<file path="src/rtl/cpu_pkg.sv">
// Shared CPU definitions used by the memory port arbiter: default bus widths,
// the arbiter FSM state encoding and the fill value returned by aborted reads.
package cpu_pkg;

  localparam int AW_DEFAULT = 32;
  localparam int DW_DEFAULT = 32;

  // A read that times out returns this bit replicated across the data word.
  localparam logic TIMEOUT_FILL_BIT = 1'b1;

  typedef enum logic [1:0] {
    ST_IDLE     = 2'd0,
    ST_IF_WAIT  = 2'd1,
    ST_MEM_WAIT = 2'd2
  } arb_state_e;

endpackage

</file>
<file path="src/rtl/arb_timeout_cnt.sv">
// Saturating wait-cycle counter for the memory arbiter. The counter is forced
// to zero by clr and advances by one on inc until it reaches MAX, where the
// expired flag is raised and the value holds.
module arb_timeout_cnt #(
  parameter int MAX = 15
) (
  input  logic clk,
  input  logic rst,
  input  logic clr,
  input  logic inc,
  output logic expired
);

  localparam int W = $clog2(MAX + 1);

  logic [W-1:0] cnt_r;

  // Count wait cycles; a clear wins over an increment, saturate at MAX.
  always_ff @(posedge clk or posedge rst) begin
    if (rst) begin
      cnt_r <= {W{1'b0}};
    end else if (clr) begin
      cnt_r <= {W{1'b0}};
    end else if (inc && (cnt_r != W'(MAX))) begin
      cnt_r <= cnt_r + W'(1);
    end else begin
      cnt_r <= cnt_r;
    end
  end

  assign expired = (cnt_r == W'(MAX));

endmodule

</file>
<file path="src/rtl/mem_port_arbiter.sv">
// Arbiter sharing the single-ported unified memory between instruction fetch
// and the MEM stage. MEM normally wins, but after STARVE_MAX consecutive MEM
// grants with IF waiting, IF is forced through. Accesses that see no ram_ack
// within TIMEOUT wait cycles are aborted with a sticky err flag.
module mem_port_arbiter
  import cpu_pkg::*;
#(
  parameter int AW         = AW_DEFAULT,
  parameter int DW         = DW_DEFAULT,
  parameter int STARVE_MAX = 3,
  parameter int TIMEOUT    = 15
) (
  input  logic          CLK,
  input  logic          RST,
  input  logic          if_req,
  input  logic [AW-1:0] if_addr,
  output logic [DW-1:0] if_rdata,
  output logic          if_done,
  input  logic          mem_rd,
  input  logic          mem_wr,
  input  logic [AW-1:0] mem_addr,
  input  logic [DW-1:0] mem_wdata,
  output logic [DW-1:0] mem_rdata,
  output logic          mem_done,
  output logic          ram_req,
  output logic          ram_we,
  output logic [AW-1:0] ram_addr,
  output logic [DW-1:0] ram_wdata,
  input  logic [DW-1:0] ram_rdata,
  input  logic          ram_ack,
  output logic          stall_if,
  output logic          stall_mem,
  output logic          err
);

  localparam int SW = $clog2(STARVE_MAX + 1);

  arb_state_e    state_r;
  logic [SW-1:0] starve_r;
  logic          ram_req_r;
  logic          ram_we_r;
  logic [AW-1:0] ram_addr_r;
  logic [DW-1:0] ram_wdata_r;
  logic [DW-1:0] if_rdata_r;
  logic [DW-1:0] mem_rdata_r;
  logic          if_done_r;
  logic          mem_done_r;
  logic          err_r;

  logic          mem_pend_s;
  logic          if_forced_s;
  logic          waiting_s;
  logic          tmo_clr_s;
  logic          tmo_inc_s;
  logic          tmo_expired_s;

  assign mem_pend_s  = mem_rd | mem_wr;
  assign if_forced_s = if_req && (starve_r == SW'(STARVE_MAX));
  assign waiting_s   = (state_r == ST_IF_WAIT) || (state_r == ST_MEM_WAIT);

  // Timeout counter runs only while an access is outstanding and unanswered.
  always_comb begin
    tmo_clr_s = 1'b1;
    tmo_inc_s = 1'b0;
    if (waiting_s && !ram_ack && !tmo_expired_s) begin
      tmo_clr_s = 1'b0;
      tmo_inc_s = 1'b1;
    end else begin
      tmo_clr_s = 1'b1;
      tmo_inc_s = 1'b0;
    end
  end

  arb_timeout_cnt #(
    .MAX (TIMEOUT)
  ) u_timeout_cnt (
    .clk     (CLK),
    .rst     (RST),
    .clr     (tmo_clr_s),
    .inc     (tmo_inc_s),
    .expired (tmo_expired_s)
  );

  // Grant FSM: latches the winning request, holds the memory handshake and
  // turns ack or timeout into a one-cycle done pulse.
  always_ff @(posedge CLK or posedge RST) begin
    if (RST) begin
      state_r     <= ST_IDLE;
      starve_r    <= {SW{1'b0}};
      ram_req_r   <= 1'b0;
      ram_we_r    <= 1'b0;
      ram_addr_r  <= {AW{1'b0}};
      ram_wdata_r <= {DW{1'b0}};
      if_rdata_r  <= {DW{1'b0}};
      mem_rdata_r <= {DW{1'b0}};
      if_done_r   <= 1'b0;
      mem_done_r  <= 1'b0;
      err_r       <= 1'b0;
    end else begin
      if_done_r  <= 1'b0;
      mem_done_r <= 1'b0;
      case (state_r)
        ST_IDLE: begin
          if (mem_pend_s && !if_forced_s) begin
            state_r     <= ST_MEM_WAIT;
            ram_req_r   <= 1'b1;
            ram_we_r    <= mem_wr;
            ram_addr_r  <= mem_addr;
            ram_wdata_r <= mem_wdata;
            starve_r    <= if_req ? (starve_r + SW'(1)) : {SW{1'b0}};
          end else if (if_req) begin
            state_r     <= ST_IF_WAIT;
            ram_req_r   <= 1'b1;
            ram_we_r    <= 1'b0;
            ram_addr_r  <= if_addr;
            ram_wdata_r <= {DW{1'b0}};
            starve_r    <= {SW{1'b0}};
          end else begin
            state_r <= ST_IDLE;
          end
        end
        ST_IF_WAIT: begin
          if (ram_ack) begin
            if_rdata_r <= ram_rdata;
            if_done_r  <= 1'b1;
            ram_req_r  <= 1'b0;
            ram_we_r   <= 1'b0;
            state_r    <= ST_IDLE;
          end else if (tmo_expired_s) begin
            if_rdata_r <= {DW{TIMEOUT_FILL_BIT}};
            if_done_r  <= 1'b1;
            err_r      <= 1'b1;
            ram_req_r  <= 1'b0;
            ram_we_r   <= 1'b0;
            state_r    <= ST_IDLE;
          end else begin
            state_r <= ST_IF_WAIT;
          end
        end
        ST_MEM_WAIT: begin
          if (ram_ack) begin
            // A write completes with a done pulse but leaves read data alone.
            if (!ram_we_r) begin
              mem_rdata_r <= ram_rdata;
            end else begin
              mem_rdata_r <= mem_rdata_r;
            end
            mem_done_r <= 1'b1;
            ram_req_r  <= 1'b0;
            ram_we_r   <= 1'b0;
            state_r    <= ST_IDLE;
          end else if (tmo_expired_s) begin
            if (!ram_we_r) begin
              mem_rdata_r <= {DW{TIMEOUT_FILL_BIT}};
            end else begin
              mem_rdata_r <= mem_rdata_r;
            end
            mem_done_r <= 1'b1;
            err_r      <= 1'b1;
            ram_req_r  <= 1'b0;
            ram_we_r   <= 1'b0;
            state_r    <= ST_IDLE;
          end else begin
            state_r <= ST_MEM_WAIT;
          end
        end
        default: begin
          state_r   <= ST_IDLE;
          ram_req_r <= 1'b0;
          ram_we_r  <= 1'b0;
        end
      endcase
    end
  end

  assign ram_req   = ram_req_r;
  assign ram_we    = ram_we_r;
  assign ram_addr  = ram_addr_r;
  assign ram_wdata = ram_wdata_r;
  assign if_rdata  = if_rdata_r;
  assign if_done   = if_done_r;
  assign mem_rdata = mem_rdata_r;
  assign mem_done  = mem_done_r;
  assign err       = err_r;

  // Stalls follow the live request lines so the pipe releases on the done cycle.
  assign stall_if  = if_req & ~if_done_r;
  assign stall_mem = mem_pend_s & ~mem_done_r;

endmodule

</file>
<file path="config.mk">
export PLATFORM = sky130hd
export DESIGN_NAME = mem_port_arbiter
export DESIGN_NICKNAME = d
export VERILOG_FILES = /design/src/rtl/cpu_pkg.sv /design/src/rtl/arb_timeout_cnt.sv /design/src/rtl/mem_port_arbiter.sv
export SDC_FILE = /design/constraint.sdc
export NUM_CORES = 1
export LEC_CHECK = 0
export CAP_MARGIN = 20
export CORE_MARGIN = 4
export CORE_UTILIZATION = 41
export DETAILED_ROUTE_END_ITERATION = 10
export PLACE_DENSITY = 0.83
export SYNTH_ARGS = -nofsm -noshare
export SYNTH_HDL_FRONTEND = slang
export SYNTH_SLANG_ARGS = --single-unit
</file>
<file path="constraint.sdc">
create_clock -name CLK -period 6.2 [get_ports CLK]
set_clock_uncertainty 0.05 [all_clocks]
set_input_delay 1.55 -clock CLK [delete_from_list [all_inputs] [get_ports CLK]]
set_output_delay 1.55 -clock CLK [all_outputs]
set_load 0.005 [all_outputs]
</file>
Yosys cells after proc, flatten, opt, wreduce, memory -nomap -nowiden
Cells that the tools add are included.
Cells by class
  add/sub/neg operators: 2
  equal/unequal tests: 8
  mux-type cells: 35
  bitwise operators: 7
  reductions and logical operators: 18
Operator list (number)
  two-way mux 32 bit: 10
  two-way mux 1 bit: 14
  two-way mux 2 bit: 6
  two-way mux 4 bit: 2
  one-hot mux 2 bit (3 select lines): 1
  AND reduction 2 bit: 3
  AND reduction 3 bit: 2
  logical AND 1 bit: 5
  adder 4 x 1 -> 4 bit, second input constant: 1
  == test 2 bit, second input constant: 2
  == test 4 bit, second input constant: 1
  != test 4 bit, second input constant: 1
  inverter 1 bit: 4
  one-hot mux 1 bit (2 select lines): 2
  nonzero test 2 bit: 2
  logical NOT 1 bit: 3
  != test 3 x 1 -> 1 bit, second input constant: 1
  != test 3 bit, second input constant: 1
  adder 2 x 1 -> 2 bit, second input constant: 1
  bitwise AND 1 bit: 2
  == test 2 x 1 -> 1 bit, second input constant: 1
  logical NOT 2 bit: 1
  != test 2 x 1 -> 1 bit, second input constant: 1
  OR reduction 2 bit: 1
  other kinds (2): 2
Word-level totals
  register bits after elaboration: 141
  bits of input ports: 134
  output and inout bits: 135
  logic and storage cells: 82

Longest topological paths before layout
  depth in word-level cells: 8
  depth in mapped cells: 8
  mapped depth without buffers: 5

Cells and area by module
A second synthesis with hierarchy kept.
Second synthesis, totals
  cells, all modules: 451
  area, all modules: 5876.9 sq um
Modules (own cells, without submodules)
  mem_port_arbiter: times used 1, cells an instance 430, area an instance 5644.2 sq um, sequential area each 3428.3 sq um
  arb_timeout_cnt: times used 1, cells an instance 21, area an instance 232.7 sq um, sequential area each 100.1 sq um

Least setup slack after synthesis
Ideal clock, no wire load.
  path kind: input to output
  from: input if_req
  to: output stall_if
  data arrival time: 1.902 ns
  required time: 4.600 ns
  setup slack: 2.698 ns
  cell stages on the path: 2
  buffers on the path: 1
  cell sequence: buf_2 > nor2b_1
Between the ends
  longest elaborated chain between the ends: 1
Ends and longest elaborated chain
  start: declaration: line mem_port_arbiter.sv:15  | input logic if_req,
  bitwise AND 1 bit: line mem_port_arbiter.sv:187  | assign stall_if = if_req & ~if_done_r;
  end: declaration: line mem_port_arbiter.sv:31  | output logic stall_if,
No other way between the ends.

Worst setup path after layout
Same ends and word-level chain as after synthesis.

==> flow_summary_export.csv <==
group,metric,value,unit
grt,antenna_found_initial,0,
synthesis,yosysTopAreaCell,"dfrtp_1",
worst_setup_path,path_buf_inv,2,
synthesis,synth.avg_cell_area,13.4,um^2
cts,numClockSinks,141,
sta,slew_headroom,41.6,%
cts,clkTransAtPathRegs,0.05,ns
final_layout,nets,818,
power,p_leak,3.71,nW
sta,hold_violations,0,
placed_design,gp_congestion,0.893,
synthesis,syn_inst,416,
sta,max_slew.worst_pin.slew,0.876,ns
synthesis,yosysTopAreaCellShare,63.5,%
power,power-per-cell-area,486,nW/um^2
synthesis,synth_top_flop_cell,"dfrtp_1",
route,drt-vias-per-instance,5.19,
grt,grt-busiest-layer,"met2",
cts,post-cts-setup-buffers,0,
route,wirelength,15.8,mm
worst_setup_path,arrival,2.99,ns
worst_setup_path,path_max_fanout,8,
status,outcome,"complete, no violations",
worst_setup_path,cpMaxStageDelayCell,"clkdlybuf4s50_1",
sta,finalSetupViolCount,0,
worst_setup_path,crit_path_end_kind,"primary output",
floorplanning,die_area,15500,um^2
sta,fin_crit_sh,74.0,%
synthesis,synth_warnings,0,
floorplanning,core,13200,um^2
grt,grt.total_usage,20.6,%
synthesis,ys_top_cells_by_area,"dfrtp_1 (63%), o22a_1 (10%), mux2i_1 (5.8%), a22o_1 (5.0%), nand2_1 (2.4%)",
sta,drv_slew,0,
final_layout,syn_to_final_growth,59.9,%
cts,cts_buffer_depth,2,
cts,tritoncts,"built",
sta,max_freq,218,MHz
floorplanning,die_h,124,um
worst_setup_path,cpMostUsedCell,"clkdlybuf4s50_1",
flow_run,drv_cap,0,
worst_setup_path,crit_required,4.60,ns
worst_setup_path,critPathLaunchType,"input port",
cts,numCtsBuffers,17,
grt,use_met2,35.0,%
grt,grt_pass1_wl,25.7,mm
route,ant_nets,0,
grt,grt_pass1_vias,4962,
route,num_vias,4489,
worst_setup_path,crit_type,"input port to primary output",
final_layout,postLayoutCoreUtil,67.1,%
route,drt_pre_antenna_iters,4,
sta,holdWs,0.418,ns
sta,period_needed,4.59,ns
grt,grt_overflow_total,0,
grt,grt_max_degree,101,
grt,grtUsageMet1,22.7,%
grt,met3_usage,9.73,%
final_layout,antennaDiodeCount,0,
worst_setup_path,crit_chain,"clkdlybuf4s50_1, nor2b_1, clkdlybuf4s50_1",
cts,cts_root_buffer,"clkbuf_16",
synthesis,synthArstFlopShare,100,%
synthesis,synth_enable_flop_cells,0,
cts,clkLatencyLatePin,0.40,ns
floorplanning,rows,42,
synthesis,ys_seq_area_share,63.5,%
placed_design,portBuffers,268,
floorplanning,ioPinCount,269,
power,ir_drop,0.289,mV
worst_hold_path,min_path_type,"flop to flop",
synthesis,synth_area,5560,um^2
floorplanning,start_util,42.0,%
worst_setup_path,cp_top_family,"buffers and inverters",
synthesis,yosys-top-cells-count,"dfrtp_1 (141), o22a_1 (65), nand2_1 (36)",
placed_design,hpwl,11.6,mm
cts,cts_max_level,4,
cts,cts_resized,0,
final_layout,fillerInstances,964,
synthesis,synth_most_common_cell,"dfrtp_1",
cts,hold_buffers,0,
synthesis,ys_ff_latch,141,
worst_setup_path,max_stage_delay,0.74,ns
synthesis,ys_types,35,
route,drc,0,
sta,rsz0062_at_grt,"no",
power,total_power,4.32,mW
route,wire_per_inst,18.3,um
floorplanning,die-width,124,um
synthesis,syn_nets,556,
sta,fin_tns_setup,0,ns
route,drt-initial-drc-count,238,
final_layout,drive_gt1_share,5.95,%
worst register-to-register path, stage by stage (launching register included):
cell	delay, ns
dfrtp_1	0.38
inv_1	0.08
ha_1	0.32
o31ai_4	0.11
buf_4	0.69
o21ai_0	0.29
kinds of logic after synthesis:
kind of cell / count (synthesis) / synth area share (%)
AO/OA/AOI/OAI: 141 / 20.4
XOR/XNOR: 2 / 0.315
adder cells (fa/ha/maj): 6 / 1.35
buffers and inverters: 36 / 4.10
flip-flops: 141 / 63.5
multiplexers: 32 / 5.76
AND/OR/NAND/NOR: 58 / 4.64
path summary, 6_finish.rpt:
kind                                             start                      to  slack (ns)  depth (start not counted)
worst max-delay path                            if_req                stall_if        1.61                          3
worst min-delay path            u_timeout_cnt.cnt_r[0]  u_timeout_cnt.cnt_r[0]        0.42                          1
worst max register to register              state_r[0]            ram_addr[12]        4.11                          5
worst min register to register  u_timeout_cnt.cnt_r[0]  u_timeout_cnt.cnt_r[0]        0.42                          1
max in group asynchronous                          RST            mem_rdata[3]        3.34                          3
min in group asynchronous                          RST            if_rdata[10]        1.65                          2
metal layers:
layer  up-vias  share of wire, %  wire, um
li1       2061                 -         -
met1      2210                39      6120
met2       198                50      7880
met3        20               9.7      1540
met4         0               1.8       289
met5         -                 0         0
registers in the layout, summed over array words and instances, names as in the netlist:
register	flops
err	1
u_timeout_cnt.cnt_r	4
if_rdata	32
ram_wdata	32
ram_req	1
state_r	2
starve_r	2
if_done	1
mem_done	1
ram_addr	32
mem_rdata	32
ram_we	1
through the flow:
stage	setup slack, ns	instance area (um^2)	cells
4_1_cts	1.59	8870	864
2_1_floorplan	0.819	5560	416
3_3_place_gp	1.59	8300	832
6_report	1.61	8890	865
5_1_grt	1.51	8890	865
3_5_place_dp	1.60	8350	834
layout by cell type (no fill, tap or decap), types with 4 or more instances in the layout:
cell | synthesis | final
a22o_1 | 32 | 32
buf_4 | 5 | 5
clkbuf_16 | 0 | 17
clkbuf_8 | 0 | 4
clkdlybuf4s50_1 | 0 | 268
clkinv_2 | 0 | 5
dfrtp_1 | 141 | 141
ha_1 | 6 | 6
mux2i_1 | 32 | 32
nand2_1 | 36 | 36
nor2_1 | 7 | 7
o21ai_0 | 23 | 23
o21ai_1 | 10 | 10
o22a_1 | 65 | 65
where the power goes:
part / total (mW) / internal, mW / switching, mW
registers: 1.61 / 1.36 / 0.249
clock network: 0.899 / 0.545 / 0.354
logic: 1.82 / 1.14 / 0.672
total: 4.32 / 3.05 / 1.27
cell type report:
class,instances,area (um^2),area share [%]
tap,176,220,2.48
clock inverter,7,40.0,0.450
clock buffer,23,488,5.49
multi-input combinational,239,1810,20.4
inverter,3,16.3,0.183
sequential,141,3530,39.7
timing repair buffer,276,2780,31.3
Note: power is estimated with default switching activity, not from simulation.
